## config.mk

```make
export PLATFORM = sky130hd
export DESIGN_NAME = vend_fsm_param_flat
export DESIGN_NICKNAME = d
export VERILOG_FILES = /design/src/rtl/vend_fsm_param_if.sv /design/src/rtl/vend_fsm_param.sv /design/src/flat_wrapper.sv
export SDC_FILE = /design/constraint.sdc
export NUM_CORES = 1
export LEC_CHECK = 0
export CAP_MARGIN = 30
export CORE_MARGIN = 3
export CORE_UTILIZATION = 25
export CTS_CLUSTER_SIZE = 25
export DETAILED_ROUTE_END_ITERATION = 16
export GPL_TIMING_DRIVEN = 1
export PLACE_DENSITY_LB_ADDON = 0.15
export REMOVE_ABC_BUFFERS = 1
export SKIP_CTS_REPAIR_TIMING = 1
export SLEW_MARGIN = 20
export SYNTH_ARGS = -nofsm -noshare
export SYNTH_HDL_FRONTEND = slang
export SYNTH_SLANG_ARGS = --single-unit
export TNS_END_PERCENT = 5
```

## constraint.sdc

```tcl
create_clock -name clock -period 3 [get_ports clock]
set_clock_uncertainty 0.1 [all_clocks]
set_input_delay 0.6 -clock clock [delete_from_list [all_inputs] [get_ports clock]]
set_output_delay 0.6 -clock clock [all_outputs]
set_load 0.05 [all_outputs]
```

## src/rtl/vend_fsm_param_if.sv

```systemverilog
// Bundles the front-end (coin acceptor/keypad) and back-end (dispenser/hopper)
// signals of the vending controller into one port.
interface vend_fsm_param_if #(
    parameter int NUM_ITEMS = 4,
    parameter int CREDIT_W  = 8
);
    logic                 coin_valid;
    logic [CREDIT_W-1:0]  coin_value;
    logic                 choice_valid;
    logic [NUM_ITEMS-1:0] choice;
    logic                 cancel;
    logic [NUM_ITEMS-1:0] vend;
    logic [CREDIT_W-1:0]  credit;
    logic [1:0]           state;
    logic                 change_valid;
    logic [CREDIT_W-1:0]  change_amount;
    logic                 coin_reject;
    logic                 select_error;

    modport master (
        output coin_valid, coin_value, choice_valid, choice, cancel,
        input  vend, credit, state, change_valid, change_amount,
               coin_reject, select_error
    );

    modport slave (
        input  coin_valid, coin_value, choice_valid, choice, cancel,
        output vend, credit, state, change_valid, change_amount,
               coin_reject, select_error
    );
endinterface

```

## src/rtl/vend_fsm_param.sv

```systemverilog
// Parametrised vending controller: credit accumulation, per-item prices, change and refund.
// Define VEND_CHANGE_SERIAL_EN to pay change one COIN_UNIT per cycle instead of as one lump.
module vend_fsm_param #(
    parameter int                          NUM_ITEMS  = 4,
    parameter int                          CREDIT_W   = 8,
    parameter int                          COIN_UNIT  = 10,
    parameter int                          MAX_CREDIT = 50,
    parameter logic [NUM_ITEMS*CREDIT_W-1:0] PRICES   = {8'd30, 8'd40, 8'd40, 8'd30}
) (
    input logic             clock,
    input logic             reset,
    vend_fsm_param_if.slave bus
);

    typedef enum logic [1:0] {
        IDLE   = 2'd0,
        CREDIT = 2'd1,
        VEND   = 2'd2,
        CHANGE = 2'd3
    } state_t;

    state_t               state_q, state_d;
    logic [CREDIT_W-1:0]  credit_q, credit_d;
    logic [NUM_ITEMS-1:0] vend_q, vend_d;
    logic                 change_valid_q, change_valid_d;
    logic [CREDIT_W-1:0]  change_amount_q, change_amount_d;
    logic                 coin_reject_q, coin_reject_d;
    logic                 select_error_q, select_error_d;

    logic [CREDIT_W:0]    coinSum;
    logic                 coinOk;
    logic [CREDIT_W-1:0]  price;
    logic [CREDIT_W-1:0]  remaining;
    logic                 acceptCancel;
    logic                 takeCoin;

    // Amount paid in a single change strobe.
    function automatic logic [CREDIT_W-1:0] chunk(input logic [CREDIT_W-1:0] amount);
`ifdef VEND_CHANGE_SERIAL_EN
        chunk = (amount > CREDIT_W'(COIN_UNIT)) ? CREDIT_W'(COIN_UNIT) : amount;
`else
        chunk = amount;
`endif
    endfunction

    always_ff @(posedge clock or posedge reset) begin
        if (reset) begin
            state_q         <= IDLE;
            credit_q        <= '0;
            vend_q          <= '0;
            change_valid_q  <= 1'b0;
            change_amount_q <= '0;
            coin_reject_q   <= 1'b0;
            select_error_q  <= 1'b0;
        end else begin
            state_q         <= state_d;
            credit_q        <= credit_d;
            vend_q          <= vend_d;
            change_valid_q  <= change_valid_d;
            change_amount_q <= change_amount_d;
            coin_reject_q   <= coin_reject_d;
            select_error_q  <= select_error_d;
        end
    end

    always_comb begin
        state_d         = state_q;
        credit_d        = credit_q;
        vend_d          = '0;
        change_valid_d  = 1'b0;
        change_amount_d = '0;
        coin_reject_d   = 1'b0;
        select_error_d  = 1'b0;
        takeCoin        = 1'b0;
        acceptCancel    = 1'b0;
        remaining       = credit_q - change_amount_q;

        // Sum is one bit wider so an oversized coin cannot wrap under the ceiling.
        coinSum = {1'b0, credit_q} + {1'b0, bus.coin_value};
        coinOk  = (bus.coin_value != '0) && (coinSum <= (CREDIT_W+1)'(MAX_CREDIT));

        price = '0;
        for (int i = 0; i < NUM_ITEMS; i++) begin
            if (bus.choice[i]) price = PRICES[i*CREDIT_W +: CREDIT_W];
        end

        case (state_q)
            IDLE, CREDIT: begin
                acceptCancel = bus.cancel && (state_q == CREDIT);
                if (acceptCancel) begin
                    state_d         = CHANGE;
                    change_valid_d  = 1'b1;
                    change_amount_d = chunk(credit_q);
                end else if (bus.choice_valid) begin
                    if ((state_q == CREDIT) && $onehot(bus.choice) && (credit_q >= price)) begin
                        state_d  = VEND;
                        credit_d = credit_q - price;
                        vend_d   = bus.choice;
                    end else begin
                        select_error_d = 1'b1;
                        takeCoin       = 1'b1;
                    end
                end else begin
                    takeCoin = 1'b1;
                end

                if (bus.coin_valid) begin
                    if (takeCoin && coinOk) begin
                        credit_d = coinSum[CREDIT_W-1:0];
                        state_d  = CREDIT;
                    end else begin
                        coin_reject_d = 1'b1;
                    end
                end
            end

            VEND: begin
                coin_reject_d = bus.coin_valid;
                if (credit_q != '0) begin
                    state_d         = CHANGE;
                    change_valid_d  = 1'b1;
                    change_amount_d = chunk(credit_q);
                end else begin
                    state_d = IDLE;
                end
            end

            CHANGE: begin
                // Credit shown during a strobe still includes that strobe's amount.
                coin_reject_d = bus.coin_valid;
                credit_d      = remaining;
                if (remaining != '0) begin
                    change_valid_d  = 1'b1;
                    change_amount_d = chunk(remaining);
                end else begin
                    state_d = IDLE;
                end
            end

            default: state_d = IDLE;
        endcase
    end

    assign bus.vend          = vend_q;
    assign bus.credit        = credit_q;
    assign bus.state         = state_q;
    assign bus.change_valid  = change_valid_q;
    assign bus.change_amount = change_amount_q;
    assign bus.coin_reject   = coin_reject_q;
    assign bus.select_error  = select_error_q;

endmodule

```

## src/flat_wrapper.sv

```systemverilog
// flat-port wrapper written by rule: the top's interface ports become plain ports
module vend_fsm_param_flat 
#(
    parameter int                          NUM_ITEMS  = 4,
    parameter int                          CREDIT_W   = 8,
    parameter int                          COIN_UNIT  = 10,
    parameter int                          MAX_CREDIT = 50,
    parameter logic [NUM_ITEMS*CREDIT_W-1:0] PRICES   = {8'd30, 8'd40, 8'd40, 8'd30}
)
  (clock, reset, bus_coin_valid, bus_coin_value, bus_choice_valid, bus_choice, bus_cancel, bus_vend, bus_credit, bus_state, bus_change_valid, bus_change_amount, bus_coin_reject, bus_select_error);
  vend_fsm_param_if #(.NUM_ITEMS(NUM_ITEMS), .CREDIT_W(CREDIT_W)) bus_i ();
  input logic clock;
  input logic reset;
  input wire logic [$bits(bus_i.coin_valid)-1:0] bus_coin_valid;
  input wire logic [$bits(bus_i.coin_value)-1:0] bus_coin_value;
  input wire logic [$bits(bus_i.choice_valid)-1:0] bus_choice_valid;
  input wire logic [$bits(bus_i.choice)-1:0] bus_choice;
  input wire logic [$bits(bus_i.cancel)-1:0] bus_cancel;
  output wire logic [$bits(bus_i.vend)-1:0] bus_vend;
  output wire logic [$bits(bus_i.credit)-1:0] bus_credit;
  output wire logic [$bits(bus_i.state)-1:0] bus_state;
  output wire logic [$bits(bus_i.change_valid)-1:0] bus_change_valid;
  output wire logic [$bits(bus_i.change_amount)-1:0] bus_change_amount;
  output wire logic [$bits(bus_i.coin_reject)-1:0] bus_coin_reject;
  output wire logic [$bits(bus_i.select_error)-1:0] bus_select_error;
  assign bus_i.coin_valid = bus_coin_valid;
  assign bus_i.coin_value = bus_coin_value;
  assign bus_i.choice_valid = bus_choice_valid;
  assign bus_i.choice = bus_choice;
  assign bus_i.cancel = bus_cancel;
  assign bus_vend = bus_i.vend;
  assign bus_credit = bus_i.credit;
  assign bus_state = bus_i.state;
  assign bus_change_valid = bus_i.change_valid;
  assign bus_change_amount = bus_i.change_amount;
  assign bus_coin_reject = bus_i.coin_reject;
  assign bus_select_error = bus_i.select_error;
  vend_fsm_param #(.NUM_ITEMS(NUM_ITEMS), .CREDIT_W(CREDIT_W), .COIN_UNIT(COIN_UNIT), .MAX_CREDIT(MAX_CREDIT), .PRICES(PRICES)) u_core (.clock(clock), .reset(reset), .bus(bus_i));
endmodule
```

==> metrics.txt <==
status complete, no violations; Tcrit/Tclk final approximately 99%; Sink Count 25; area leader, netlist dfrtp_1; largest net degree at the start of global routing 29; Netlist cell types about 60; number of global-route vias before repair 2,511; VDD IR max between 0.4 and 0.5 mV; Max Root-Sink Buffers 2; reg-to-reg endpoint u_core.bus.state[0]; GRT Overall Usage 14.0%; Num CTS Buffers 3; fin cells 527; Post-DRT Antenna Nets 0; number of antenna violations at the first check in global routing 0; DR pass1 iterations 4; Post-synth EDFFs 0; Post-Syn Area per Cell 8.41 µm²; # rows 35; class of the worst hold path input port to flip-flop; Post-Syn Area approximately 0.0024 mm²; Core Area 0.00928 mm²; ys flop type dfrtp_1; CP required 3.05 ns; Worst Setup End Kind flip-flop; RSZ-0062 raised after global routing true; global-route wire length before repair 12,500 µm; layout cell share with drive strength beyond 1 29.4%; setup slack, reg-to-reg 0.16 ns; die area 0.0108 mm²; FFs w/ async S/R, synth 100%; initial cell density of the core about a quarter; diode count 0; setup violators final 0; Worst Setup EP u_core.bus.credit[7]; Seq/Total Area, Yosys 26.1%; Yosys Warn Count 0; die height 104 µm; final core utilization 39.5%; Max Freq 337 MHz; GRT overflow 0; P_leak 1.75 nW; placer congestion estimate 0.879; final net count 445; IO Pins 42; Mapped Cells 285; DP Wirelength approximately 6300 µm; Reg clk slew, reported paths about 0.090 ns; # DRC 0; Via density 4.77; PortBufs slightly above 40; clock root buffer clkbuf_8; Crit Path Class input port to flip-flop; WL per Instance 14.7 µm; R2R depth 10; worst setup path startpoint bus_choice[3]; Die W 104 µm; filler instances 986; vias 2,515; Max-cap violations 0; H-tree Lvls 1; Worst-Margin Slew between 0.5 and 0.6 ns; final WL 7760 µm; final hold violations 0; Worst R2R Start u_core.bus.credit[0]; synth-to-layout area growth 53.0%; worst-path fanout max 4; Yosys top cell area share 26.1%; TritonCTS clock tree built; placed cells 522; startpoint types input port; Pwr Density 1310 mW/mm²; Slew Limit Fails 0; initial detailed-routing violation count 120; Yosys reg bits 25; Critical Path AT 3.02 ns; Clk Latency, worst-skew pair about 0.26 ns; Rel. slew slack 64.8%; crit path time final 2.97 ns; Synth area leaders dfrtp_1, ha_1, inv_1
-- cells by family after synthesis --
group           count (synthesis)  share of synthesized area [%]
xor+xnor                       10                           3.66
fa+ha+maj                      29                           16.4
simple gates                   92                           19.7
compound gates                 83                           24.1
mux                             8                           3.55
flops                          25                           26.1
buf+inv                        38                           6.53
-- layout make-up --
type	instances	area (µm²)	area share, %
Timing Repair Buffer	119	1000	27.3
Clock buffer	4	45.0	1.23
Sequential cell	25	626	17.1
Tap cell	129	161	4.40
Multi-Input combinational cell	222	1730	47.1
Inverter	28	105	2.87
-- Yosys cell counts (2+ instances only) --
library cell	number
a21oi_1	18
fa_1	4
inv_1	28
mux2_2	4
o21ai_1	2
nor2_1	21
mux2i_1	4
nor3_1	7
o31ai_1	4
nand2_1	24
nor4_1	4
dfrtp_1	25
nor2b_1	4
a31oi_1	2
nand4_1	4
nand2b_1	3
o21a_1	3
and3_1	4
and2_1	4
a22o_1	8
nand3_1	5
o311a_1	2
xor2_1	4
and4_1	2
ha_1	25
nand3b_1	3
buf_1	2
clkbuf_1	4
a211oi_1	7
a21o_1	7
xnor2_1	6
o21ai_0	14
-- routing by layer --
layer	vias to the layer above	global-route usage, %	part of all wire, %
li1	1261	-	-
met1	1201	19.1	49
met2	44	23.1	46
met3	9	1.06	2.5
met4	0	5.03	2.2
met5	-	0	0
-- cell usage in the layout (no fill, tap or decap), drive strengths merged, types with 5 or more instances in the layout --
| cell | netlist | final |
|---|---|---|
| and2 | 5 | 5 |
| a22o | 8 | 8 |
| a21o | 7 | 7 |
| nand2 | 24 | 24 |
| nand3 | 5 | 5 |
| dfrtp | 25 | 25 |
| buf | 5 | 78 |
| nor3 | 7 | 7 |
| clkdlybuf4s50 | 0 | 36 |
| a211oi | 7 | 7 |
| xnor2 | 6 | 6 |
| nor2 | 21 | 21 |
| ha | 25 | 25 |
| a21oi | 18 | 18 |
| clkbuf | 5 | 6 |
| o21ai | 17 | 17 |
| inv | 28 | 28 |
-- flip-flops by register name (all words and copies together), names as in the netlist --
signal                    cells
u_core.bus.state              2
u_core.bus.select_error       1
u_core.bus.coin_reject        1
u_core.bus.change_amount      8
u_core.bus.credit             8
u_core.bus.change_valid       1
u_core.bus.vend               4
-- report_power, final --
| group | total, mW | switching [mW] | internal [mW] |
|---|---|---|---|
| clock network | 0.201 | 0.106 | 0.0949 |
| logic | 3.99 | 2.09 | 1.90 |
| registers | 0.621 | 0.131 | 0.490 |
| total | 4.81 | 2.32 | 2.48 |
-- how the worst min path moves through the flow --
stage | cells after the start | start | to
6_report | 4 | bus_choice[0] | u_core.bus.vend[0]
5_1_grt | 4 | bus_choice[1] | u_core.bus.vend[1]
4_1_cts | 3 | u_core.bus.credit[0] | u_core.bus.change_amount[0]
3_5_place_dp | 3 | u_core.bus.credit[0] | u_core.bus.change_amount[0]
3_3_place_gp | 3 | u_core.bus.credit[0] | u_core.bus.change_amount[0]
2_1_floorplan | 1 | reset | u_core.bus.change_amount[0]
-- critical path, stage by stage --
cell	delay (ns)
dlymetal6s2s_1	0.15
ha_1	0.29
ha_1	0.14
inv_1	0.05
fa_1	0.48
nand3_2	0.06
and4bb_2	0.32
o21ai_2	0.07
buf_6	0.13
nor4_4	0.27
nor3_1	0.07
a21boi_1	0.15
a211o_1	0.24
-- through the flow --
| stage | hold slack (ns) | power [mW] | TNS, ns | worst slack (ns) | instance area [µm²] |
|---|---|---|---|---|---|
| floorplan | 0.527 | 2.96 | -0.787 | -0.201 | 2340 |
| CTS | 0.587 | 4.68 | -4.35 | -0.515 | 3540 |
| detailed placement | 0.571 | 4.45 | -7.61 | -0.792 | 3490 |
| global placement | 0.572 | 4.43 | -6.68 | -0.741 | 3490 |
| finish | 0.576 | 4.81 | 0 | 0.0335 | 3660 |
| global route | 0.599 | 5.22 | -0.162 | -0.0605 | 3660 |
Power figures use the tool's default switching activity.
